`config.mk`:
```
export PLATFORM = sky130hd
export DESIGN_NAME = common_cross_arbiter4_flat
export DESIGN_NICKNAME = d
export VERILOG_FILES = /design/src/rtl/common_cross_arbiter4_pkg.sv /design/src/rtl/common_cross_arbiter4_if.sv /design/src/rtl/common_rr_pick4.sv /design/src/rtl/common_cross_arbiter4.sv /design/src/flat_wrapper.sv
export SDC_FILE = /design/constraint.sdc
export NUM_CORES = 1
export LEC_CHECK = 0
export ABC_AREA = 1
export BUFFER_PORTS_ARGS = -buffer_cell sky130_fd_sc_hd__buf_2
export CAP_MARGIN = 20
export CORE_MARGIN = 2
export CORE_UTILIZATION = 48
export DETAILED_ROUTE_END_ITERATION = 10
export PLACE_DENSITY_LB_ADDON = 0.2
export SLEW_MARGIN = 10
export SYNTH_ARGS = -nofsm -noshare
export SYNTH_HDL_FRONTEND = slang
export SYNTH_SLANG_ARGS = --single-unit
```
`constraint.sdc`:
```
create_clock -name clk -period 2.26 [get_ports clk]
set_clock_uncertainty 0.15 [all_clocks]
set_input_delay 0.113 -clock clk [delete_from_list [all_inputs] [get_ports clk]]
set_output_delay 0.113 -clock clk [all_outputs]
set_load 0.02 [all_outputs]
```
`src/rtl/common_cross_arbiter4_pkg.sv`:
```
// Shared definitions for the 4-way round-robin packet arbiter: state codes,
// debug view of the FSM and the round-robin pointer helper.
package common_cross_arbiter4_pkg;

   localparam int NUM_PORTS = 4;

   // FSM state codes; 2'b11 is unused and decoded as ARB_FREE
   localparam logic [1:0] ARB_FREE  = 2'b00;
   localparam logic [1:0] ARB_HOLD  = 2'b01;
   localparam logic [1:0] ARB_BURST = 2'b10;

   // Raw register view exported for checkers
   typedef struct packed {
      logic [1:0] st;
      logic [1:0] ptr;
      logic [1:0] idx;
   } arb_dbg_t;

   // Next round-robin start after serving port p (2-bit wrap, 3 -> 0)
   function automatic logic [1:0] rr_after(input logic [1:0] p);
      return p + 2'd1;
   endfunction

endpackage

```
`src/rtl/common_cross_arbiter4_if.sv`:
```
// Bundle of the four upstream valid/ready/last/data ports and the single
// downstream port of the arbiter.
//
// Handshake: a beat moves on a clock edge where valid and ready are both 1.
// valid never depends on ready; once valid is raised with a payload the
// source keeps valid, data and last stable until the beat is accepted.
// The arbiter drives at most one prev_o_ready bit, and only for the port it
// currently presents downstream.
interface common_cross_arbiter4_if #(
   parameter int BUFFER_WIDTH = 1
);
   logic [4*BUFFER_WIDTH-1:0] prev_i_data;
   logic [3:0]                prev_i_valid;
   logic [3:0]                prev_i_last;
   logic [3:0]                prev_o_ready;
   logic [BUFFER_WIDTH-1:0]   next_o_data;
   logic                      next_o_valid;
   logic                      next_o_last;
   logic [1:0]                next_o_src;
   logic                      next_i_ready;

   // Environment side: drives requesters and downstream ready
   modport master (
      output prev_i_data, prev_i_valid, prev_i_last, next_i_ready,
      input  prev_o_ready, next_o_data, next_o_valid, next_o_last, next_o_src
   );

   // Arbiter side
   modport slave (
      input  prev_i_data, prev_i_valid, prev_i_last, next_i_ready,
      output prev_o_ready, next_o_data, next_o_valid, next_o_last, next_o_src
   );
endinterface

```
`src/rtl/common_rr_pick4.sv`:
```
// Combinational round-robin picker: first set bit of i_valid scanning
// i_ptr, i_ptr+1, i_ptr+2, i_ptr+3 (mod 4).
import common_cross_arbiter4_pkg::*;

module common_rr_pick4 (
   input  logic [3:0] i_valid,
   input  logic [1:0] i_ptr,
   output logic       o_any,
   output logic [1:0] o_idx
);

   logic [1:0] w_cand;

   assign o_any = |i_valid;

   // Scan from farthest to nearest so the nearest valid port wins
   always_comb begin
      w_cand = i_ptr;
      o_idx  = i_ptr;
      for (int k = NUM_PORTS - 1; k >= 0; k--) begin
         w_cand = i_ptr + 2'(k);
         if (i_valid[w_cand]) o_idx = w_cand;
      end
   end

endmodule

```
`src/rtl/common_cross_arbiter4.sv`:
```
// 4-to-1 round-robin arbiter with packet lock. Pure pass-through: one source
// is presented downstream per cycle; a stalled offer freezes the grant (HOLD)
// and a multi-beat packet locks it until its last beat (BURST).
import common_cross_arbiter4_pkg::*;

module common_cross_arbiter4 #(
   parameter int BUFFER_WIDTH = 1,
   parameter bit LOCK_EN      = 1'b1
) (
   input  logic                          clk,
   input  logic                          reset,
   common_cross_arbiter4_if.slave        bus,
   output arb_dbg_t                      o_dbg
);

   logic [1:0] r_st;
   logic [1:0] r_ptr;
   logic [1:0] r_idx;

   logic [1:0] w_st;
   logic [1:0] w_st_nx;
   logic [1:0] w_ptr_nx;
   logic [1:0] w_idx_nx;
   logic       w_any;
   logic [1:0] w_pick;
   logic       w_free;
   logic [1:0] w_sel;
   logic       w_offer;
   logic       w_last;
   logic [1:0] w_sel_o;

   common_rr_pick4 u_pick (
      .i_valid (bus.prev_i_valid),
      .i_ptr   (r_ptr),
      .o_any   (w_any),
      .o_idx   (w_pick)
   );

   // Illegal encoding 2'b11 behaves as FREE
   assign w_st    = (r_st == ARB_HOLD || r_st == ARB_BURST) ? r_st : ARB_FREE;
   assign w_free  = (w_st == ARB_FREE);
   assign w_sel   = w_free ? w_pick : r_idx;
   assign w_offer = w_free ? w_any : bus.prev_i_valid[r_idx];
   assign w_last  = LOCK_EN ? bus.prev_i_last[w_sel] : 1'b1;
   assign w_sel_o = reset ? w_sel : 2'd0;

   assign o_dbg = '{st: r_st, ptr: r_ptr, idx: r_idx};

   // State register: FREE/ptr 0/idx 0 on reset, abandoning any burst
   always_ff @(posedge clk or negedge reset) begin
      if (!reset) begin
         r_st  <= ARB_FREE;
         r_ptr <= 2'd0;
         r_idx <= 2'd0;
      end else begin
         r_st  <= w_st_nx;
         r_ptr <= w_ptr_nx;
         r_idx <= w_idx_nx;
      end
   end

   // Next-state: grant, freeze on stall, lock on non-last beats, rotate on last
   always_comb begin
      w_st_nx  = w_st;
      w_ptr_nx = r_ptr;
      w_idx_nx = r_idx;
      case (w_st)
         ARB_HOLD: begin
            if (!w_offer) begin
               // Source withdrew its offer: release without moving ptr
               w_st_nx = ARB_FREE;
            end else if (bus.next_i_ready) begin
               if (w_last) begin
                  w_st_nx  = ARB_FREE;
                  w_ptr_nx = rr_after(r_idx);
               end else begin
                  w_st_nx = ARB_BURST;
               end
            end
         end
         ARB_BURST: begin
            if (w_offer && bus.next_i_ready && w_last) begin
               w_st_nx  = ARB_FREE;
               w_ptr_nx = rr_after(r_idx);
            end
         end
         default: begin
            if (w_offer) begin
               w_idx_nx = w_pick;
               if (bus.next_i_ready) begin
                  if (w_last) w_ptr_nx = rr_after(w_pick);
                  else        w_st_nx  = ARB_BURST;
               end else begin
                  w_st_nx = ARB_HOLD;
               end
            end
         end
      endcase
   end

   // Outputs: data mux and single ready bit, all quiet while reset is low
   always_comb begin
      bus.next_o_valid = reset & w_offer;
      bus.next_o_src   = w_sel_o;
      bus.next_o_last  = LOCK_EN ? bus.prev_i_last[w_sel_o] : 1'b1;
      bus.next_o_data  = bus.prev_i_data[BUFFER_WIDTH-1:0];
      for (int p = 0; p < NUM_PORTS; p++) begin
         if (w_sel_o == 2'(p)) bus.next_o_data = bus.prev_i_data[p*BUFFER_WIDTH +: BUFFER_WIDTH];
      end
      bus.prev_o_ready = 4'b0000;
      if (reset && w_offer && bus.next_i_ready) bus.prev_o_ready[w_sel] = 1'b1;
   end

endmodule

```
`src/flat_wrapper.sv`:
```
// flat-port wrapper written by rule: the top's interface ports become plain ports
module common_cross_arbiter4_flat 
#(
   parameter int BUFFER_WIDTH = 1,
   parameter bit LOCK_EN      = 1'b1
)
  (clk, reset, o_dbg, bus_prev_i_data, bus_prev_i_valid, bus_prev_i_last, bus_next_i_ready, bus_prev_o_ready, bus_next_o_data, bus_next_o_valid, bus_next_o_last, bus_next_o_src);
  common_cross_arbiter4_if #(.BUFFER_WIDTH(BUFFER_WIDTH)) bus_i ();
  input  logic clk;
  input  logic reset;
  output arb_dbg_t o_dbg;
  input wire logic [$bits(bus_i.prev_i_data)-1:0] bus_prev_i_data;
  input wire logic [$bits(bus_i.prev_i_valid)-1:0] bus_prev_i_valid;
  input wire logic [$bits(bus_i.prev_i_last)-1:0] bus_prev_i_last;
  input wire logic [$bits(bus_i.next_i_ready)-1:0] bus_next_i_ready;
  output wire logic [$bits(bus_i.prev_o_ready)-1:0] bus_prev_o_ready;
  output wire logic [$bits(bus_i.next_o_data)-1:0] bus_next_o_data;
  output wire logic [$bits(bus_i.next_o_valid)-1:0] bus_next_o_valid;
  output wire logic [$bits(bus_i.next_o_last)-1:0] bus_next_o_last;
  output wire logic [$bits(bus_i.next_o_src)-1:0] bus_next_o_src;
  assign bus_i.prev_i_data = bus_prev_i_data;
  assign bus_i.prev_i_valid = bus_prev_i_valid;
  assign bus_i.prev_i_last = bus_prev_i_last;
  assign bus_i.next_i_ready = bus_next_i_ready;
  assign bus_prev_o_ready = bus_i.prev_o_ready;
  assign bus_next_o_data = bus_i.next_o_data;
  assign bus_next_o_valid = bus_i.next_o_valid;
  assign bus_next_o_last = bus_i.next_o_last;
  assign bus_next_o_src = bus_i.next_o_src;
  common_cross_arbiter4 #(.BUFFER_WIDTH(BUFFER_WIDTH), .LOCK_EN(LOCK_EN)) u_core (.clk(clk), .reset(reset), .bus(bus_i), .o_dbg(o_dbg));
endmodule
```
Word-level counts from Yosys, hierarchy flattened
Cells that the tools add are included.
{"block": "op_classes", "reduce_logical": 14, "magnitude_cmp": 8, "n_eq_ne": 11, "bitwise_logic": 2, "muxes": 44, "n_addsub": 5}
{"operator": "2-bit two-way mux", "n": 21}
{"operator": "2-bit by 3-bit < comparator with 1-bit output, second input constant", "n": 7}
{"operator": "1-bit binary-select mux with 2-bit select", "n": 7}
{"operator": "1-bit two-way mux", "n": 12}
{"operator": "2-bit == test, second input constant", "n": 4}
{"operator": "2-bit case mux with 2 select lines", "n": 2}
{"operator": "7-bit AND reduction", "n": 1}
{"operator": "2-bit by 1-bit adder with 2-bit output, second input constant", "n": 3}
{"operator": "2-bit by 1-bit == test with 1-bit output, second input constant", "n": 3}
{"operator": "2-bit by 1-bit != test with 1-bit output, second input constant", "n": 3}
{"operator": "2-bit nonzero test", "n": 3}
{"operator": "1-bit logical AND", "n": 5}
{"operator": "2-bit adder, second input constant", "n": 2}
{"operator": "4-bit two-way mux", "n": 1}
{"operator": "4-bit OR reduction", "n": 1}
{"operator": "1-bit demux with 2-bit select", "n": 1}
{"operator": "2-bit by 1-bit >= comparator with 1-bit output, second input constant", "n": 1}
{"operator": "2-bit zero test", "n": 1}
{"operator": "2-bit != test, second input constant", "n": 1}
{"operator": "2-bit AND reduction", "n": 1}
{"operator": "2-bit OR reduction", "n": 1}
{"operator": "1-bit AND", "n": 1}
{"operator": "1-bit logical OR", "n": 1}
{"operator": "1-bit inverter", "n": 1}
{"block": "totals", "inputBits": 15, "elab_cells": 87, "ff_bits": 6}

Logic depth before layout (Yosys ltp)
Gate-level depths: netlist of run 1.
{"block": "logic_depth", "depth_word": 14, "mapped_depth": 21, "depth_no_buf": 20}

Cells and area by module
From an unflattened synthesis of run 1, not the netlist that was laid out.
{"block": "hier_totals", "hier_cells": 144, "hier_area_um2": 839.6}
{"module": "common_cross_arbiter4", "n_inst": 1, "cells_each": 94, "area_each_um2": 621.8}
{"module": "common_rr_pick4", "n_inst": 1, "cells_each": 50, "area_each_um2": 217.7}

Least setup slack after synthesis of run 1
No wires, ideal clock.
{"block": "synth_timing", "path_kind": "flip-flop to output port", "startpoint": "register u_core.r_ptr[0]", "endpoint": "output port bus_next_o_data", "t_required_ns": 1.997, "path_stages_with_launch": 17, "t_arrival_ns": 2.160, "setup_slack_ns": -0.163, "cell_sequence": "dfrtp_1 -> buf_6 -> inv_4 -> nand2_1 -> nand2_1 -> nand2_1 -> nand2_1 -> nand2_1 -> nand2_2 -> nand3_1 -> nand3_2 -> nand2_4 -> nor2_2 -> inv_1 -> nor2_1 -> o22ai_1 -> a21oi_1"}
{"block": "synth_between", "elab_chain_cells": 13, "word_cells_on_any_way": 23, "cone_classes": "3 x add/sub; 3 x eq/ne; 17 x mux"}
{"element": "start: declaration", "line_no": "common_cross_arbiter4.sv:17", "text": "logic [1:0] r_ptr;"}
{"element": "start signal: assignment", "line_no": "common_cross_arbiter4.sv:57", "text": "r_ptr <= w_ptr_nx;"}
{"element": "2-bit adder", "line_no": "common_rr_pick4.sv:21", "text": "w_cand = i_ptr + 2'(k);"}
{"element": "1-bit binary-select mux with 2-bit select", "line_no": "common_rr_pick4.sv:22", "text": "if (i_valid[w_cand]) o_idx = w_cand;"}
{"element": "1-bit two-way mux (not written as such)", "line_no": "common_rr_pick4.sv:22"}
{"element": "2-bit two-way mux (3 in series)", "line_no": "common_rr_pick4.sv:22"}
{"element": "2-bit two-way mux (*)", "line_no": "common_rr_pick4.sv:22"}
{"element": "2-bit two-way mux (*)", "line_no": "common_cross_arbiter4.sv:42", "text": "assign w_sel = w_free ? w_pick : r_idx;"}
{"element": "2-bit two-way mux (*)", "line_no": "common_cross_arbiter4.sv:45", "text": "assign w_sel_o = reset ? w_sel : 2'd0;"}
{"element": "net bus_next_o_src[0]", "line_no": "flat_wrapper.sv:20", "text": "output wire logic [$bits(bus_i.next_o_src)-1:0] bus_next_o_src;"}
{"element": "2-bit by 1-bit == test with 1-bit output", "line_no": "common_cross_arbiter4.sv:108", "text": "if (w_sel_o == 2'(p)) bus.next_o_data = bus.prev_i_data[p*BUFFER_WIDTH +: BUFFER_WIDTH];"}
{"element": "1-bit two-way mux (2 in series)", "line_no": "common_cross_arbiter4.sv:108"}
{"element": "1-bit two-way mux (*)", "line_no": "common_cross_arbiter4.sv:108"}
{"element": "end: declaration", "line_no": "flat_wrapper.sv:17", "text": "output wire logic [$bits(bus_i.next_o_data)-1:0] bus_next_o_data;"}
The timed path passes the listed nets; every way through them passes the cells marked *. The select of a mux whose other input is x is not followed.

Final worst setup path of run 1
{"block": "layout_timing", "startpoint": "register u_core.r_ptr[0]", "endpoint": "output port bus_next_o_data"}
{"block": "layout_between", "elab_chain_cells": 13, "word_cells_on_any_way": 23, "cone_classes": "3 x add/sub; 3 x eq/ne; 17 x mux"}
{"element": "2-bit adder", "line_no": "common_rr_pick4.sv:21"}
{"element": "1-bit binary-select mux with 2-bit select", "line_no": "common_rr_pick4.sv:22"}
{"element": "1-bit two-way mux (not written as such)", "line_no": "common_rr_pick4.sv:22"}
{"element": "2-bit two-way mux (3 in series)", "line_no": "common_rr_pick4.sv:22"}
{"element": "2-bit two-way mux (*)", "line_no": "common_rr_pick4.sv:22"}
{"element": "2-bit two-way mux (*)", "line_no": "common_cross_arbiter4.sv:42"}
{"element": "2-bit two-way mux (*)", "line_no": "common_cross_arbiter4.sv:45"}
{"element": "2-bit by 1-bit == test with 1-bit output", "line_no": "common_cross_arbiter4.sv:108"}
{"element": "1-bit two-way mux (2 in series)", "line_no": "common_cross_arbiter4.sv:108"}
{"element": "1-bit two-way mux (*)", "line_no": "common_cross_arbiter4.sv:108"}
Every way passes the cells marked *; elsewhere a longest branch is shown, timed or not. The select of a mux whose other input is x is not followed.

==> metrics, run 1 <==
run status finished, violations left; failing checks negative setup slack; area grow syn2layout 54.8%; final count of negative-setup-slack endpoints 5; ys async rst share 100%; Total GRT Usage between 20 and 30%; clk slew on worst S/H paths roughly 50 ps; hold depth 6; met2 GRT Util roughly 52%; synthesized-area fraction occupied by and/or/nand/nor cells between 50% and 60%; antenna violations before repair 0; Initial Utilization around half; largest cells by area after synthesis nand2_1, dfrtp_1, nand3_1, inv_1, nand2_4; Hold Crit Class input port to flop; GR peak layer met2; htree depth 1; largest area contributor in the netlist nand2_1; DPL Wire Length about 1700 um; slack of the critical path -197 ps; NumNets Final just over 200; Slew Limit Fails 0; fmax ~400 MHz; RD Place Congestion 0.773; sequential share of the synthesized area between 10% and 20%; Iteration-0 DRC Markers 36; syn avg cell area 5.74 sq um; largest net degree at the start of global routing 7; count leader, synth nand2_1; row count 14; EDFF count, synth 0; worst slack at placement 25.8 ps; Ports 30; Tmin final about 2500 ps; # diodes 0; synthesized-area fraction occupied by adder cells 3.18%; Overflow after GRT 0; Max Cap Violations 0; Design Area, Final approximately 1200 sq um; Commonest cells post-synth nand2_1, inv_1, nand3_1, nor2_1, dfrtp_1; share of cells above drive strength 1 a little under half; post-synthesis xor/xnor area fraction 0%; routed vias approximately 1000; Root Buffer clkbuf_4; minimum setup slack among reg-to-reg paths -30 ps; vias per cell 5.23; Clock Sinks 6; CTS tree yes; post-synthesis mux area share 0%; first-pass GRT wire length roughly 4100 um; Total Wirelength roughly 2700 um; Die ar. ~2000 sq um; Slew @ Worst Pin between 400 and 500 ps; clk buf depth 2; Die H roughly 44 um; warnings from Yosys 0; Seq cells post-synth 6; IO buf count 29; final hold violations 0; largest family of logic cells by synthesized area simple AND/OR/NAND/NOR gates; fin crit share 109%; crit path DAT between 2000 and 2500 ps; RSZ-0062 raised after global routing yes; Pre-antenna DRT Iters 4; CP Capture Type primary output; Post-Syn Area between 700 and 800 sq um; cell area after placement 997 sq um; crit start category flop; Worst EP required about 2000 ps; Synth Area in Compound Gates a little over an eighth; crit path max fanout 6; Slew headroom between 70% and 80%; worst skew pair latency 250 ps; Remaining DRCs 0; DRT antenna net count 0; routing usage on met1 between 30% and 40%; top-area cell type share of the netlist area a little under a quarter; Post-synth top flop dfrtp_1; setup TNS -402 ps; number of global-route vias before repair 976; number of distinct library cells after synthesis 22; syn nets about 150; WS Path Type flop to primary output; Die W between 40 and 50 um; Num CTS Buffers 3; fin util roughly 80%; Avg WL per Cell 13.5 um; CORE AREA approximately 1500 sq um; Reg2Reg Depth 20; Mapped Cells around 140; met3 GRT Util under 10%
kinds of logic after synthesis:
| family | after synthesis |
|---|---|
| fa+ha+maj | 2 |
| simple gates | 90 |
| buf+inv | 21 |
| compound gates | 18 |
| flops | 6 |
registers in the layout, summed over array words and instances, names as in the netlist:
| signal | cells |
|---|---|
| u_core.r_ptr | 2 |
| u_core.r_idx | 2 |
| u_core.r_st | 2 |
path summary, 6_finish.rpt:
| check | from | endpoint |
|---|---|---|
| max | u_core.r_ptr[0] | bus_next_o_data |
| min | bus_next_i_ready | u_core.r_st[1] |
| max reg2reg | u_core.r_ptr[0] | u_core.r_st[0] |
| min reg2reg | u_core.r_idx[1] | u_core.r_idx[1] |
| max in group asynchronous | reset | u_core.r_ptr[0] |
| min in group asynchronous | reset | u_core.r_st[1] |
critical path: stages (launching register included):
cell and delay (ps):
dfrtp_2 460, buf_6 150, nand2_1 80, nand2_2 70
nand2_1 70, nand2_1 50, nand2_1 70, nand2_2 60
nand2_2 60, nand2_2 60, nand3_4 80, nand2_4 90
nor2_4 120, inv_2 80, nor2_4 90, o22ai_2 70
a21oi_2 130, buf_4 150
through the flow:
step	cells	hold WS, ps
2_1_floorplan	137	-333
3_3_place_gp	187	-178
3_5_place_dp	187	-180
4_1_cts	197	92.8
5_1_grt	200	181
6_report	200	89.3
timing repair:
action	CTS	global route
buffers inserted	6	3
hold endpoints to repair	6	0
resized for setup	14	25
setup endpoints to repair	4	12
hold buffers	1	0
pin swaps	5	12
cells in the final DEF, fill, tap and decap left out:
cell type and n:
nand2_1 40, buf_2 23, buf_4 17, nand2_2 14, inv_1 13, nand3_1 9
nor2_1 9, inv_2 6, nand2_4 5, nand3_2 5, o21ai_1 4, buf_6 4
dfrtp_1 4, a21oi_1 3, o21ai_0 3, nor3_1 3, nor2_4 3, clkbuf_4 3
o22ai_1 2, a21o_1 2, dfrtp_2 2, o41ai_1 1, o211ai_1 1, inv_4 1
nand3_4 1, or2_2 1, o22ai_2 1, a21oi_2 1, ha_4 1, ha_1 1
dlygate4sd3_1 1
layer usage:
metal  share of wire [%]  wire length [um]
met1                  40              1080
met2                  55              1490
met3                 4.0               107
met4                0.85                23
met5                   0                 0
final cells by class:
cell class              instances  area [sq um]
flip-flops and latches          6           153
inverters                      20          77.6
fillers                       128           305
repair buffers                 45           298
multi-input cells             110           648
clock buffers                   3          22.5
well taps                      16          20.0
Power of run 1 is left out: the tool's default activity adds up to more than one toggle a clock period on the data nets, which glitch-free logic cannot reach.
==> run 2, diff against run 1 <==
- CORE_UTILIZATION: 48 -> 51
- clock period: 2.26 -> 3.1 ns (I/O delays scaled with it)
==> metrics, run 2 (synthesized netlist as in run 1, its figures left out) <==
run status completed; Die H roughly 43 um; Initial Utilization 53.5%; final count of negative-setup-slack endpoints 0; Root Buffer clkbuf_4; met2 GRT Util between 30% and 40%; crit path max fanout 11; clk buf depth 2; area grow syn2layout 23.7%; CTS tree yes; fmax 376 MHz; worst skew pair latency between 200 and 300 ps; Pre-antenna DRT Iters 4; antenna violations before repair 0; GR peak layer met2; final hold violations 0; Total Wirelength a little over 2000 um; largest net degree at the start of global routing 12; NumNets Final 188; most frequent cells in the layout nand2_1, buf_2, inv_1; met3 GRT Util under 10%; Die W 43.3 um; CP Capture Type primary output; Ports 30; fin util 66.2%; Overflow after GRT 0; DPL Wire Length around 1700 um; Slew @ Worst Pin around 800 ps; Iteration-0 DRC Markers 18; Tmin final between 2000 and 3000 ps; first-pass GRT wire length 3370 um; # diodes 0; clk slew on worst S/H paths roughly 50 ps; Die ar. ~1900 sq um; fin crit share roughly 86%; Slew headroom a little under half; setup TNS 0 ps; Remaining DRCs 0; crit path DAT 2360 ps; row count 14; Total GRT Usage between 20% and 30%; crit start category flop; RD Place Congestion 0.855; RSZ-0062 raised after global routing no; most common cell after layout, fill and taps aside nand2_1; routing usage on met1 between 30% and 40%; Hold Crit Class input port to async pin; WS Path Type flop to primary output; number of global-route vias before repair 827; Avg WL per Cell roughly 11 um; routed vias a little under 1000; IO buf count 29; fillers roughly 160; Slew Limit Fails 0; CORE AREA ~1500 sq um; Clock Sinks 6; share of cells above drive strength 1 28.4%; Hold WS roughly 120 ps; Max Cap Violations 0; vias per cell around 5.2; DRT antenna net count 0; Worst EP required ~2800 ps; Num CTS Buffers 3; htree depth 1; Largest regs u_core.r_idx (2), u_core.r_ptr (2), u_core.r_st (2)
-- run 2: cell types whose count changed in the layout (fill, tap and decap cells not counted), sizes merged --
cell / delta
buf: -15
-- run 2: through the flow --
stage / worst slack, ps / cell area, sq um / cells
floorplan: 635 / 787 / 137
global route: 144 / 973 / 185
CTS: 428 / 973 / 185
detailed placement: 716 / 941 / 181
finish: 438 / 973 / 185
global placement: 793 / 941 / 181
-- run 2: worst paths after layout --
path                                       start              end  slack (ps)  cells past startpoint
min in group clk                bus_next_i_ready   u_core.r_st[1]         140                      6
max in group asynchronous                  reset  u_core.r_idx[1]        2500                      2
worst min register to register   u_core.r_idx[0]  u_core.r_idx[0]         390                      1
worst max-delay path             u_core.r_ptr[0]  bus_next_o_data         440                     17
worst min-delay path                       reset   u_core.r_st[0]         120                      2
worst max register to register   u_core.r_ptr[0]   u_core.r_st[1]         860                     19
-- run 2: layout make-up --
class	count	area [sq um]	area share [%]
Multi-Input combinational cell	110	548	56.3
Timing Repair Buffer	30	155	15.9
Sequential cell	6	150	15.4
Inverter	20	77.6	7.97
Clock buffer	3	22.5	2.31
Tap cell	16	20.0	2.06
-- run 2: worst max-delay path, stage by stage, from the launching register on --
cell and delay (ps):
dfrtp_1 560, inv_4 80, nand2_1 90, nand3_1 100, nand2_1 80, inv_1 40, nand2_1 70, nand2_2 50
nand2_1 70, nand2_2 60, nand3_2 110, nand2_4 80, nor2_2 150, inv_1 110, nor2_1 100, o22ai_1 70
a21oi_1 120, buf_2 180
-- run 2: layer usage --
layer / share of wire [%] / wire length [um] / vias to the layer above
met5: 0 / 0 / -
met4: 1.4 / 29 / 0
met3: 3.2 / 65 / 4
met2: 51 / 1030 / 25
met1: 44 / 886 / 437
li1: - / - / 501
-- run 2: repair_timing --
item | 4_1_cts | 5_1_grt
buffers inserted | 0 | 0
resized for setup | 0 | 0
hold buffers | 1 | 0
hold endpoints to repair | 6 | 0
Power of run 2 is left out for the same reason.
==> run 3, diff against run 2 <==
- PLACE_DENSITY_LB_ADDON: 0.2 -> 0.12
==> metrics, run 3 (synthesized netlist as in run 1, its figures left out) <==
run status completed; Iteration-0 DRC Markers 13; number of global-route vias before repair 856; CTS tree yes; fin util roughly two thirds; final hold violations 0; most frequent cells in the layout nand2_1, buf_2, inv_1; DRT antenna net count 0; final count of negative-setup-slack endpoints 0; fmax roughly 380 MHz; largest stage delay on the critical path 580 ps; Slew headroom 47.0%; NumNets Final approximately 190; # resized after CTS 0; Setup crit start u_core.r_ptr[0]; first-pass GRT wire length approximately 3500 um; crit path DAT about 2300 ps; Initial Utilization between 50% and 60%; Reg2Reg Depth 19; Remaining DRCs 0; Worst EP required around 2800 ps; critical-path cell list inv_4 > nand2_1 > nand3_1 > nand2_1 > inv_1 > nand2_1 > nand2_2 > nand2_1 > nand2_2 > nand3_2 > nand2_4 > nor2_2 > inv_1 > nor2_1 > o22ai_1 > a21oi_1 > buf_2; CORE AREA between 1000 and 1500 sq um; Die H between 40 and 50 um; worst reg2reg endpoint u_core.r_st[0]; Slew @ Worst Pin around 780 ps; RD Place Congestion slightly above 0.9; htree depth 1; routed vias slightly below 1000; worst skew pair latency around 250 ps; crit path max fanout 11; Num CTS Buffers 3; last element of the critical path bus_next_o_data; CP most frequent cell nand2_1; antenna violations before repair 0; row count 14; Ports 30; clk slew on worst S/H paths ~50 ps; Largest regs u_core.r_idx (2), u_core.r_ptr (2), u_core.r_st (2); CP Capture Type primary output; DPL Wire Length between 1500 and 2000 um; hold_buf cts 1; area grow syn2layout 23.7%; Root Buffer clkbuf_4; Die W roughly 43 um; most common cell after layout, fill and taps aside nand2_1; Pre-antenna DRT Iters 4; WS Path Type flop to primary output; clk buf depth 2; setup TNS 0 ps; Total GRT Usage about a quarter; RSZ-0062 raised after global routing no; share of cells above drive strength 1 28.4%; Hold Crit Class input port to async pin; vias per cell between 5 and 6; Hold WS approximately 150 ps; IO buf count 29; largest net degree at the start of global routing 12; slowest cell on the critical path dfrtp_1; crit start category flop; Total Wirelength 2150 um; minimum setup slack among reg-to-reg paths about 800 ps; Max Cap Violations 0; FF-to-FF Start u_core.r_ptr[0]; # diodes 0; Avg WL per Cell ~12 um; Setup Buffers After CTS 0; Slew Limit Fails 0; Tmin final approximately 2600 ps; Clock Sinks 6; Die ar. between 1500 and 2000 sq um; fin crit share between 80% and 90%; Overflow after GRT 0
run 3: cell counts in the layout (fill, tap and decap cells not counted):
No cell type changed its count.
run 3: area by class of cell:
| cell class | instances | area, sq um |
|---|---|---|
| flip-flops and latches | 6 | 150 |
| multi-input cells | 110 | 548 |
| repair buffers | 30 | 155 |
| fillers | 161 | 498 |
| inverters | 20 | 77.6 |
| well taps | 16 | 20.0 |
| clock buffers | 3 | 22.5 |
run 3: through the flow:
| step | setup WS, ps | instance area [sq um] | std cells |
|---|---|---|---|
| final | 460 | 973 | 185 |
| after global routing | 195 | 973 | 185 |
| after CTS | 474 | 973 | 185 |
| after detailed placement | 756 | 941 | 181 |
| after global placement | 757 | 941 | 181 |
| after floorplan | 635 | 787 | 137 |
run 3: worst min-delay path by stage:
stage	from	endpoint	slack, ps	cells past startpoint
finish	reset	u_core.r_idx[0]	150	2
global route	reset	u_core.r_idx[0]	170	2
CTS	reset	u_core.r_idx[0]	130	2
detailed placement	reset	u_core.r_idx[0]	-150	1
global placement	reset	u_core.r_idx[0]	-150	1
floorplan	reset	u_core.r_idx[0]	-290	0
run 3: routing by layer:
metal	GRT usage (%)	share of wire (%)
met5	0	0
met4	3.64	0.74
met3	6.38	3.6
met2	45.7	54
met1	28.6	41
run 3: worst max-delay path: cells and delay by family, from the launching register on:
| kind | cells | cell delay, ps |
|---|---|---|
| compound gates | 2 | 180 |
| flops | 1 | 580 |
| simple gates | 11 | 950 |
| buf+inv | 4 | 390 |
Power of run 3 is left out for the same reason.
